File: config.mk
export PLATFORM = sky130hd
export DESIGN_NAME = x2050_mpx_req_latch
export DESIGN_NICKNAME = d
export VERILOG_FILES = /design/src/rtl/x2050_mpx_req_latch.sv
export SDC_FILE = /design/constraint.sdc
export NUM_CORES = 1
export LEC_CHECK = 0
export ABC_AREA = 1
export CAP_MARGIN = 40
export CORE_MARGIN = 1.5
export CORE_UTILIZATION = 52
export DETAILED_ROUTE_END_ITERATION = 8
export GPL_TIMING_DRIVEN = 0
export PLACE_DENSITY = 0.82
export RECOVER_POWER = 100
export SLEW_MARGIN = 20
export SYNTH_ARGS = -nofsm -noshare
export SYNTH_HDL_FRONTEND = slang
export SYNTH_SLANG_ARGS = --single-unit
File: constraint.sdc
create_clock -name i_clk -period 6.1 [get_ports i_clk]
set_clock_uncertainty 0.1 [all_clocks]
set_input_delay 1.22 -clock i_clk [delete_from_list [all_inputs] [get_ports i_clk]]
set_output_delay 1.22 -clock i_clk [all_outputs]
set_load 0.01 [all_outputs]
File: src/rtl/x2050_mpx_req_latch.sv
// Multiplexor request latch: priority-encodes routine requests, raises a break toward
// the CPU, tracks the routine run with a hang watchdog, and counts log requests.
module x2050_mpx_req_latch #(
  parameter int unsigned WDOG_MAX = 255
) (
  input  logic        i_clk,
  input  logic        i_reset,
  input  logic        i_ros_advance,
  input  logic [31:0] i_request,
  input  logic        i_resume_polling,
  input  logic        i_log,
  input  logic        i_break_ack,
  output logic        o_break_req,
  output logic [4:0]  o_routine,
  output logic        o_route_valid,
  output logic        o_multi,
  output logic        o_hang,
  output logic        o_log_pulse,
  output logic [7:0]  o_log_count,
  output logic [1:0]  o_state
);

  typedef enum logic [1:0] {
    ST_IDLE = 2'd0,
    ST_PEND = 2'd1,
    ST_RUN  = 2'd2
  } state_t;

  state_t      state_q, state_d;
  logic        break_q, break_d;
  logic [4:0]  routine_q, routine_d;
  logic        valid_q, valid_d;
  logic        multi_q, multi_d;
  logic        hang_q, hang_d;
  logic        log_pulse_q, log_pulse_d;
  logic [7:0]  log_count_q, log_count_d;
  logic [7:0]  wdog_q, wdog_d;

  logic [4:0]  req_index;
  logic        req_any;
  logic        req_multi;
  logic        wdog_expire;

  // Lowest set index wins: scan from the top so the last hit is the lowest bit.
  always_comb begin
    req_index = 5'd0;
    for (int i = 31; i >= 0; i--) begin
      if (i_request[i]) req_index = 5'(i);
    end
  end

  assign req_any     = |i_request;
  assign req_multi   = |(i_request & (i_request - 32'd1));
  assign wdog_expire = (32'(wdog_q) + 32'd1) >= WDOG_MAX;

  always_comb begin
    // NOTE: every next-state variable gets a default first so no path can infer a latch.
    state_d     = state_q;
    break_d     = break_q;
    routine_d   = routine_q;
    valid_d     = 1'b0;
    multi_d     = multi_q;
    hang_d      = hang_q;
    log_pulse_d = 1'b0;
    log_count_d = log_count_q;
    wdog_d      = wdog_q;

    if (i_ros_advance && i_log) begin
      log_pulse_d = 1'b1;
      if (log_count_q != 8'hFF) log_count_d = log_count_q + 8'd1;
    end

    case (state_q)
      ST_IDLE: begin
        wdog_d = 8'd0;
        if (i_ros_advance && req_any) begin
          routine_d = req_index;
          multi_d   = req_multi;
          valid_d   = 1'b1;
          break_d   = 1'b1;
          state_d   = ST_PEND;
        end
      end

      ST_PEND: begin
        wdog_d = 8'd0;
        // A sampled resume cancels the break even if the ack lands on the same edge.
        if (i_ros_advance && i_resume_polling) begin
          break_d = 1'b0;
          state_d = ST_IDLE;
        end else if (i_break_ack) begin
          state_d = ST_RUN;
        end
      end

      ST_RUN: begin
        if (i_ros_advance) begin
          if (i_resume_polling) begin
            break_d = 1'b0;
            wdog_d  = 8'd0;
            state_d = ST_IDLE;
          end else if (req_any) begin
            routine_d = req_index;
            multi_d   = req_multi;
            valid_d   = 1'b1;
            wdog_d    = 8'd0;
          end else if (wdog_expire) begin
            hang_d  = 1'b1;
            break_d = 1'b0;
            wdog_d  = 8'd0;
            state_d = ST_IDLE;
          end else begin
            wdog_d = wdog_q + 8'd1;
          end
        end
      end

      default: begin
        break_d = 1'b0;
        wdog_d  = 8'd0;
        state_d = ST_IDLE;
      end
    endcase
  end

  // NOTE: sequential state uses non-blocking assignments so all registers update together.
  always_ff @(posedge i_clk or negedge i_reset) begin
    if (!i_reset) begin
      state_q     <= ST_IDLE;
      break_q     <= 1'b0;
      routine_q   <= 5'd0;
      valid_q     <= 1'b0;
      multi_q     <= 1'b0;
      hang_q      <= 1'b0;
      log_pulse_q <= 1'b0;
      log_count_q <= 8'd0;
      wdog_q      <= 8'd0;
    end else begin
      state_q     <= state_d;
      break_q     <= break_d;
      routine_q   <= routine_d;
      valid_q     <= valid_d;
      multi_q     <= multi_d;
      hang_q      <= hang_d;
      log_pulse_q <= log_pulse_d;
      log_count_q <= log_count_d;
      wdog_q      <= wdog_d;
    end
  end

  assign o_break_req   = break_q;
  assign o_routine     = routine_q;
  assign o_route_valid = valid_q;
  assign o_multi       = multi_q;
  assign o_hang        = hang_q;
  assign o_log_pulse   = log_pulse_q;
  assign o_log_count   = log_count_q;
  assign o_state       = state_q;

endmodule

==> results.md, run 1 <==
* Core footprint at 3720 um2
* Inserted Diodes at 0
* Yosys cell types at 34
* Detailed-routed wire length on met2 at around 2.4 mm
* Number of setup violations in the final report at 0
* Worst Path Arrival at about 4.2 ns
* Most frequently used flop master after synthesis: dfrtp_1
* Core Rows at 22
* Highest achievable clock rate at about 240 MHz
* Count of cells resized by post-cts repair at 0
* Final min period at around 4 ns
* Postcts setup bufs at 0
* Top area cells in the synthesized netlist: dfrtp_1 (34%), nand2_1 (14%), inv_1 (11%)
* Wire length per cell after detailed routing at approximately 11 um
* Worst-case vdd ir drop at between 0.1 and 0.15 mV
* Clock slew at the register clock pins of the worst setup and hold paths at approximately 0.09 ns
* Routed length on met3 at 143 um
* Number of enable-type register cells in the synthesized netlist at 0
* Most frequent cell after synthesis: nand2_1
* Height of the die at between 60 and 70 um
* Per-cell via count in the routed design at between 5 and 6
* Element type at the critical path end: flip-flop
* Kind of critical path: in -> reg
* Net Count, Synth at ~340
* Fraction of registers with async set or reset after synthesis at 1.00
* Syn Std Cell Area at about 2000 um2
* Detailed placement HPWL at ~3.7 mm
* Kind of start point of the critical path: input pin
* CP Max Fanout at 7
* Worst slew pin tran at about 1.4 ns
* Critical Path, Cell by Cell: dlygate4sd3_1 -> nor2_1 -> nand2_1 -> nor2_1 -> clkinv_1 -> nor2_1 -> nand2_1 -> o41ai_1 -> o2111ai_1 -> a2111oi_0 -> nand2_1 -> nor3_1 -> o21ai_0
* Final weighted congestion in routability-driven placement at about 0.79
* Overall Global Routing Usage at 0.242
* Most frequent cells after synthesis: nand2_1 (76), inv_1 (58), nor2_1 (40)
* Number of warnings reported in the yosys synthesis log at 0
* DRC violations left at 0
* Master of the slowest instance on the critical path: dlygate4sd3_1
* Remaining antenna violation count after routing at 0
* Final cycle utilization of the critical path at 0.672
* Number of buffers inserted during clock tree synthesis at 3
* Pin count of the biggest net entering global routing at 29
* Outcome: finished, final reports clean
* Number of antenna violations at the first check in global routing at 0
* Number of H-tree levels at 1
* Max Slew Vio Count at 0
* Layout Area Growth over Synthesis at 33.7%
* First drt pass iteration count at 4
* Count of max-cap constraint violations at 0
* Wirelength, routed at roughly 4.6 mm
* WP data required at 6.16 ns
* Uppermost routed layer: met4
* Die outline width at about 66 um
* Worst skew pair latency at 0.28 ns
* Flip-flop and latch count after synthesis at 28
* Average size of a mapped cell at 6.73 um2
* Rel. slew slack at 0.0412
* Clock tree from TritonCTS: built
* DP Cell Count at between 400 and 500
* NumNets Final at about 400
* Largest area contributor in the synthesized netlist: dfrtp_1
* Areal power density over the cells at between 200 and 250 nW/um2
* Overall power consumption at ~640 uW
* Leakage power at 1.31 nW
* First-iteration detailed-routing DRC count at roughly 160
* Number of sinks driven by the clock tree at 28
* Hold Crit Class: reg -> reg
* Port Buf Inserts at between 50 and 60
* Die outline area at 4290 um2
* Non-Filler Instances at approximately 410
* Starting utilization of the core area at 0.547
* Final number of hold-violating endpoints at 0
* Ratio of cells with drive above 1 in the final layout at 0.0331
* Root buffer cell: clkbuf_8
* Synthesized instance count at approximately 300
* CTS Hold Bufs at 0
* Via count at between 2k and 2.5k
* Top-Level Pins at 58
* Metal-1 WL at 2.04 mm
* Wire length of the first global-routing pass at a little over 8 mm
* Final sum of negative setup slack at 0 ns
* Share of the synthesized area in the top cell type at 0.345
* Unrepaired setup endpoints after global routing: no
* Number of buffers between clock root and the deepest sink at 2
* Sequential cell area fraction in the yosys report at 0.345
* Post-route design area at 2720 um2
* Max stage delay on crit path at 0.57 ns
* Area of placed instances at around 2700 um2
* Number of global-route vias before repair at approximately 2.0k
* GRT Residual Overflow at 0
[per-layer routing]
layer / global-route usage / vias to the layer above
met5: 0 / -
li1: - / 1095
met2: 0.448 / 44
met1: 0.279 / 912
met4: 0.0990 / 0
met3: 0.0308 / 6
[logic make-up (layout without fill, tap and decap cells)]
kind of cell,count (synthesis),count (layout),share of synthesized area
adder cells (fa/ha/maj),5,5,0.0283
AND/OR/NAND/NOR,140,140,0.290
buffers and inverters,63,124,0.116
AO/OA/AOI/OAI,51,51,0.154
XOR/XNOR,13,13,0.0560
flip-flops,28,28,0.345
multiplexers,2,2,0.0105
[worst paths after layout]
check                        startpoint             end  slack, ns  depth (start not counted)
max                        i_request[1]         o_multi       2.00                         13
min                              o_hang          o_hang       0.36                          1
max reg2reg                   wdog_q[0]     o_break_req       3.33                         11
min reg2reg                      o_hang          o_hang       0.36                          1
max in group asynchronous       i_reset  o_log_count[1]       3.90                          1
min in group asynchronous       i_reset       wdog_q[4]       1.16                          1
[cell type report]
type,instances,area (um2)
plain buffers,1,3.75
clock buffers,3,41.3
clock inverters,1,30.0
fillers,319,997
inverters,62,233
multi-input cells,211,1090
flip-flops and latches,28,701
well taps,48,60.1
repair buffers,57,564
[critical path: cells and delay by family]
family | cells | cell delay (ns)
buffers and inverters | 2 | 0.69
AND/OR/NAND/NOR | 7 | 1.33
AO/OA/AOI/OAI | 4 | 0.91
[where the power goes]
part / total (mW) / internal [mW] / switching [mW]
logic: 0.231 / 0.115 / 0.116
clock network: 0.146 / 0.0880 / 0.0580
registers: 0.260 / 0.226 / 0.0348
[cells in the final DEF, fill, tap and decap left out, types with 2 or more instances in the layout]
cell type | Yosys | routed
o21ai_0 | 16 | 21
a21oi_1 | 8 | 8
nor3_1 | 7 | 7
xor2_1 | 8 | 8
nor2_1 | 40 | 42
xnor2_1 | 5 | 5
o2111ai_1 | 4 | 4
o31ai_1 | 2 | 2
clkbuf_1 | 1 | 2
clkdlybuf4s50_1 | 0 | 34
ha_1 | 3 | 3
maj3_1 | 2 | 2
inv_2 | 4 | 3
nand2_1 | 76 | 76
o41ai_1 | 2 | 2
dfrtp_1 | 28 | 28
o22ai_1 | 5 | 5
dlygate4sd3_1 | 0 | 22
a31oi_1 | 2 | 2
or4_1 | 2 | 2
inv_1 | 58 | 58
nand3_1 | 6 | 6
nand4_1 | 4 | 4
clkbuf_8 | 0 | 3
[stage by stage]
step / setup WS, ns / hold WS, ns / util
2_1_floorplan: 3.04 / 0.400 / -
3_3_place_gp: 2.22 / 0.348 / 0.717
3_5_place_dp: 2.10 / 0.355 / 0.715
4_1_cts: 2.41 / 0.375 / 0.735
5_1_grt: 1.67 / 0.375 / 0.732
6_report: 2.00 / 0.363 / 0.732
[state kept, by name, summed over array words and instances (netlist names)]
name,flops
o_break_req,1
o_route_valid,1
o_log_pulse,1
o_multi,1
o_log_count,8
o_state,2
o_routine,5
o_hang,1
wdog_q,8
(Power assumes the default switching activity.)
==> run 2: changes to the inputs <==
Settings changed: CORE_UTILIZATION 52 to 43, PLACE_DENSITY 0.82 to 0.72.
Clock period 6.1 ns to 3.55 ns, I/O delays scaled along.
==> results.md, run 2 (same netlist as run 1, synthesis figures left out) <==
* WP data required at 3.61 ns (-2.55 ns)
* Final number of hold-violating endpoints at 0 (unchanged)
* Outcome: complete, but fails checks
* Worst setup path start: i_request[1]
* Areal power density over the cells at 400 nW/um2 (+71%)
* Height of the die at 71.8 um (+9.5%)
* DRC violations left at 3 (+3)
* Max stage delay on crit path at 0.45 ns (-0.12 ns)
* Top cell by count, worst path: nand2_1
* Start point of the worst min-delay path: o_hang
* Number of buffers between clock root and the deepest sink at 2 (unchanged)
* Most frequent standard cell in the layout excluding fill and tap cells: nand2_1
* Rel. slew slack at 0.0255 (-0.0157)
* CP Max Fanout at 7 (unchanged)
* Clock tree from TritonCTS: built
* Clock slew at the register clock pins of the worst setup and hold paths at 0.10 ns (about the same)
* First-iteration detailed-routing DRC count at 102 (-35%)
* Leading cell types in the layout, fill and taps excluded: nand2_1 (76), inv_1 (59), nor2_1 (41)
* Number of sinks driven by the clock tree at 28 (unchanged)
* Per-cell via count in the routed design at 4.95 (-1.2%)
* Starting utilization of the core area at 0.457 (-0.0896)
* Wirelength, routed at 4.45 mm (-3.8%)
* Number of antenna violations at the first check in global routing at 0 (unchanged)
* Count of cells resized by post-cts repair at 0 (unchanged)
* Number of global-route vias before repair at 2,007 (+0.80%)
* Die outline area at 5150 um2 (+20%)
* Final weighted congestion in routability-driven placement at 0.823 (+4.8%)
* Layout Area Growth over Synthesis at 34.5%
* Top-Level Pins at 58 (unchanged)
* NumNets Final at 406 (+0.25%)
* Pre-CTS worst setup slack at 0.0481 ns (-2.05 ns)
* Element type at the critical path end: flip-flop
* Worst flop-to-flop path startpoint: wdog_q[0]
* Filler instances at 437 (+37%)
* CTS Hold Bufs at 0 (unchanged)
* Detailed placement HPWL at 3.58 mm (-4.4%)
* Die outline width at 71.8 um (+9.5%)
* Max Slew Vio Count at 0 (unchanged)
* Worst-case vdd ir drop at 0.182 mV (+77%)
* Highest achievable clock rate at approximately 310 MHz
* Cell depth of the worst min-delay path at 1 (unchanged)
* Worst slew pin tran at 1.46 ns (+0.0236 ns)
* Ratio of cells with drive above 1 in the final layout at 0.0385 (+0.00540)
* Wire length per cell after detailed routing at 10.7 um (-5.0%)
* First drt pass iteration count at 6 (+2)
* Number of setup violations in the final report at 0 (unchanged)
* Register-to-register setup slack at 0.83 ns (-2.50 ns)
* Failing checks: design-rule violations
* Remaining antenna violation count after routing at 0 (unchanged)
* Endpoint, Worst Hold: o_hang
* Via count at 2,058 (+0.049%)
* Number of H-tree levels at 1 (unchanged)
* Reg2Reg Depth at 11 (unchanged)
* Worst Path Arrival at 3.25 ns (-0.91 ns)
* Kind of critical path: in -> reg
* Setup slack after layout at 0.353 ns (-1.65 ns)
* Master of the slowest instance on the critical path: clkdlybuf4s50_1
* Number of buffers inserted during clock tree synthesis at 3 (unchanged)
* Hold Crit Class: reg -> reg
* Unrepaired setup endpoints after global routing: no
* Overall Global Routing Usage at 0.185 (-0.0565)
* Kind of start point of the critical path: input pin
* Final cycle utilization of the critical path at 0.900
* Port Buf Inserts at 57 (unchanged)
* Core Rows at 24 (+9.1%)
* Pin count of the biggest net entering global routing at 29 (unchanged)
* GRT Residual Overflow at 0 (unchanged)
* Final sum of negative setup slack at 0 ns (unchanged)
* Leakage power at 1.31 nW (about the same)
* Wire length of the first global-routing pass at 7.94 mm (-3.2%)
* Worst skew pair latency at 0.28 ns (about the same)
* Postcts setup bufs at 0 (unchanged)
* Root buffer cell: clkbuf_8
* Destination of the worst register-to-register timing path: o_break_req
* Inserted Diodes at 0 (unchanged)
* Core footprint at 4440 um2 (+20%)
* Count of max-cap constraint violations at 0 (unchanged)
* Critical Path, Cell by Cell: clkdlybuf4s50_1 -> nor2_1 -> nand2_1 -> nor2_1 -> inv_1 -> nor2_4 -> nand2_1 -> o41ai_1 -> o2111ai_1 -> a2111oi_0 -> nand2_1 -> nor3_1 -> o21ai_0
* Final min period at between 3 and 4 ns
run 2: routing by layer:
layer	track usage	vias to the layer above	share of wire
li1	-	1090	-
met1	0.226	918	0.45
met2	0.342	46	0.49
met3	0.0281	4	0.049
met4	0.0440	0	0.0092
met5	0	-	0
run 2: worst max path at each step:
| stage | endpoint | slack, ns | cells after the start |
|---|---|---|---|
| 3_3_place_gp | o_multi | 0.15 | 13 |
| 6_report | o_multi | 0.35 | 13 |
| 4_1_cts | o_multi | 0.34 | 13 |
| 3_5_place_dp | o_multi | 0.05 | 13 |
| 2_1_floorplan | o_multi | 1.0 | 11 |
| 5_1_grt | o_multi | 0.03 | 13 |
run 2: per-stage QoR:
step	utilization	hold WS (ns)	cells	cell area (um2)	total power [mW]
finish	0.615	0.388	416	2740	1.10
global route	0.615	0.410	416	2740	1.18
CTS	0.615	0.354	415	2740	1.14
detailed placement	0.599	0.375	411	2660	0.887
global placement	0.601	0.369	411	2670	0.879
floorplan	-	0.314	302	2030	0.650
run 2: layout make-up:
cell class              instances  area [um2]  share of cell area
plain buffers                   1        3.75             0.00137
clock buffers                   3        41.3              0.0151
clock inverters                 1        30.0              0.0110
inverters                      62         233              0.0851
multi-input cells             211        1090               0.400
flip-flops and latches         28         701               0.256
well taps                      52        65.1              0.0238
repair buffers                 58         568               0.208
run 2: power breakdown:
group	internal, mW	leakage, nW	total [mW]	switching (mW)
sequential	0.388	0.370	0.446	0.0585
combinational	0.201	0.909	0.396	0.195
clock	0.151	0.0357	0.253	0.102
total	0.739	1.31	1.10	0.356
run 2: critical path: cells and delay by family:
family                 cells  cell delay, ns
and+or+nand+nor            7            1.07
AOI/OAI and AO/OA          4            0.90
buffers and inverters      2            0.56
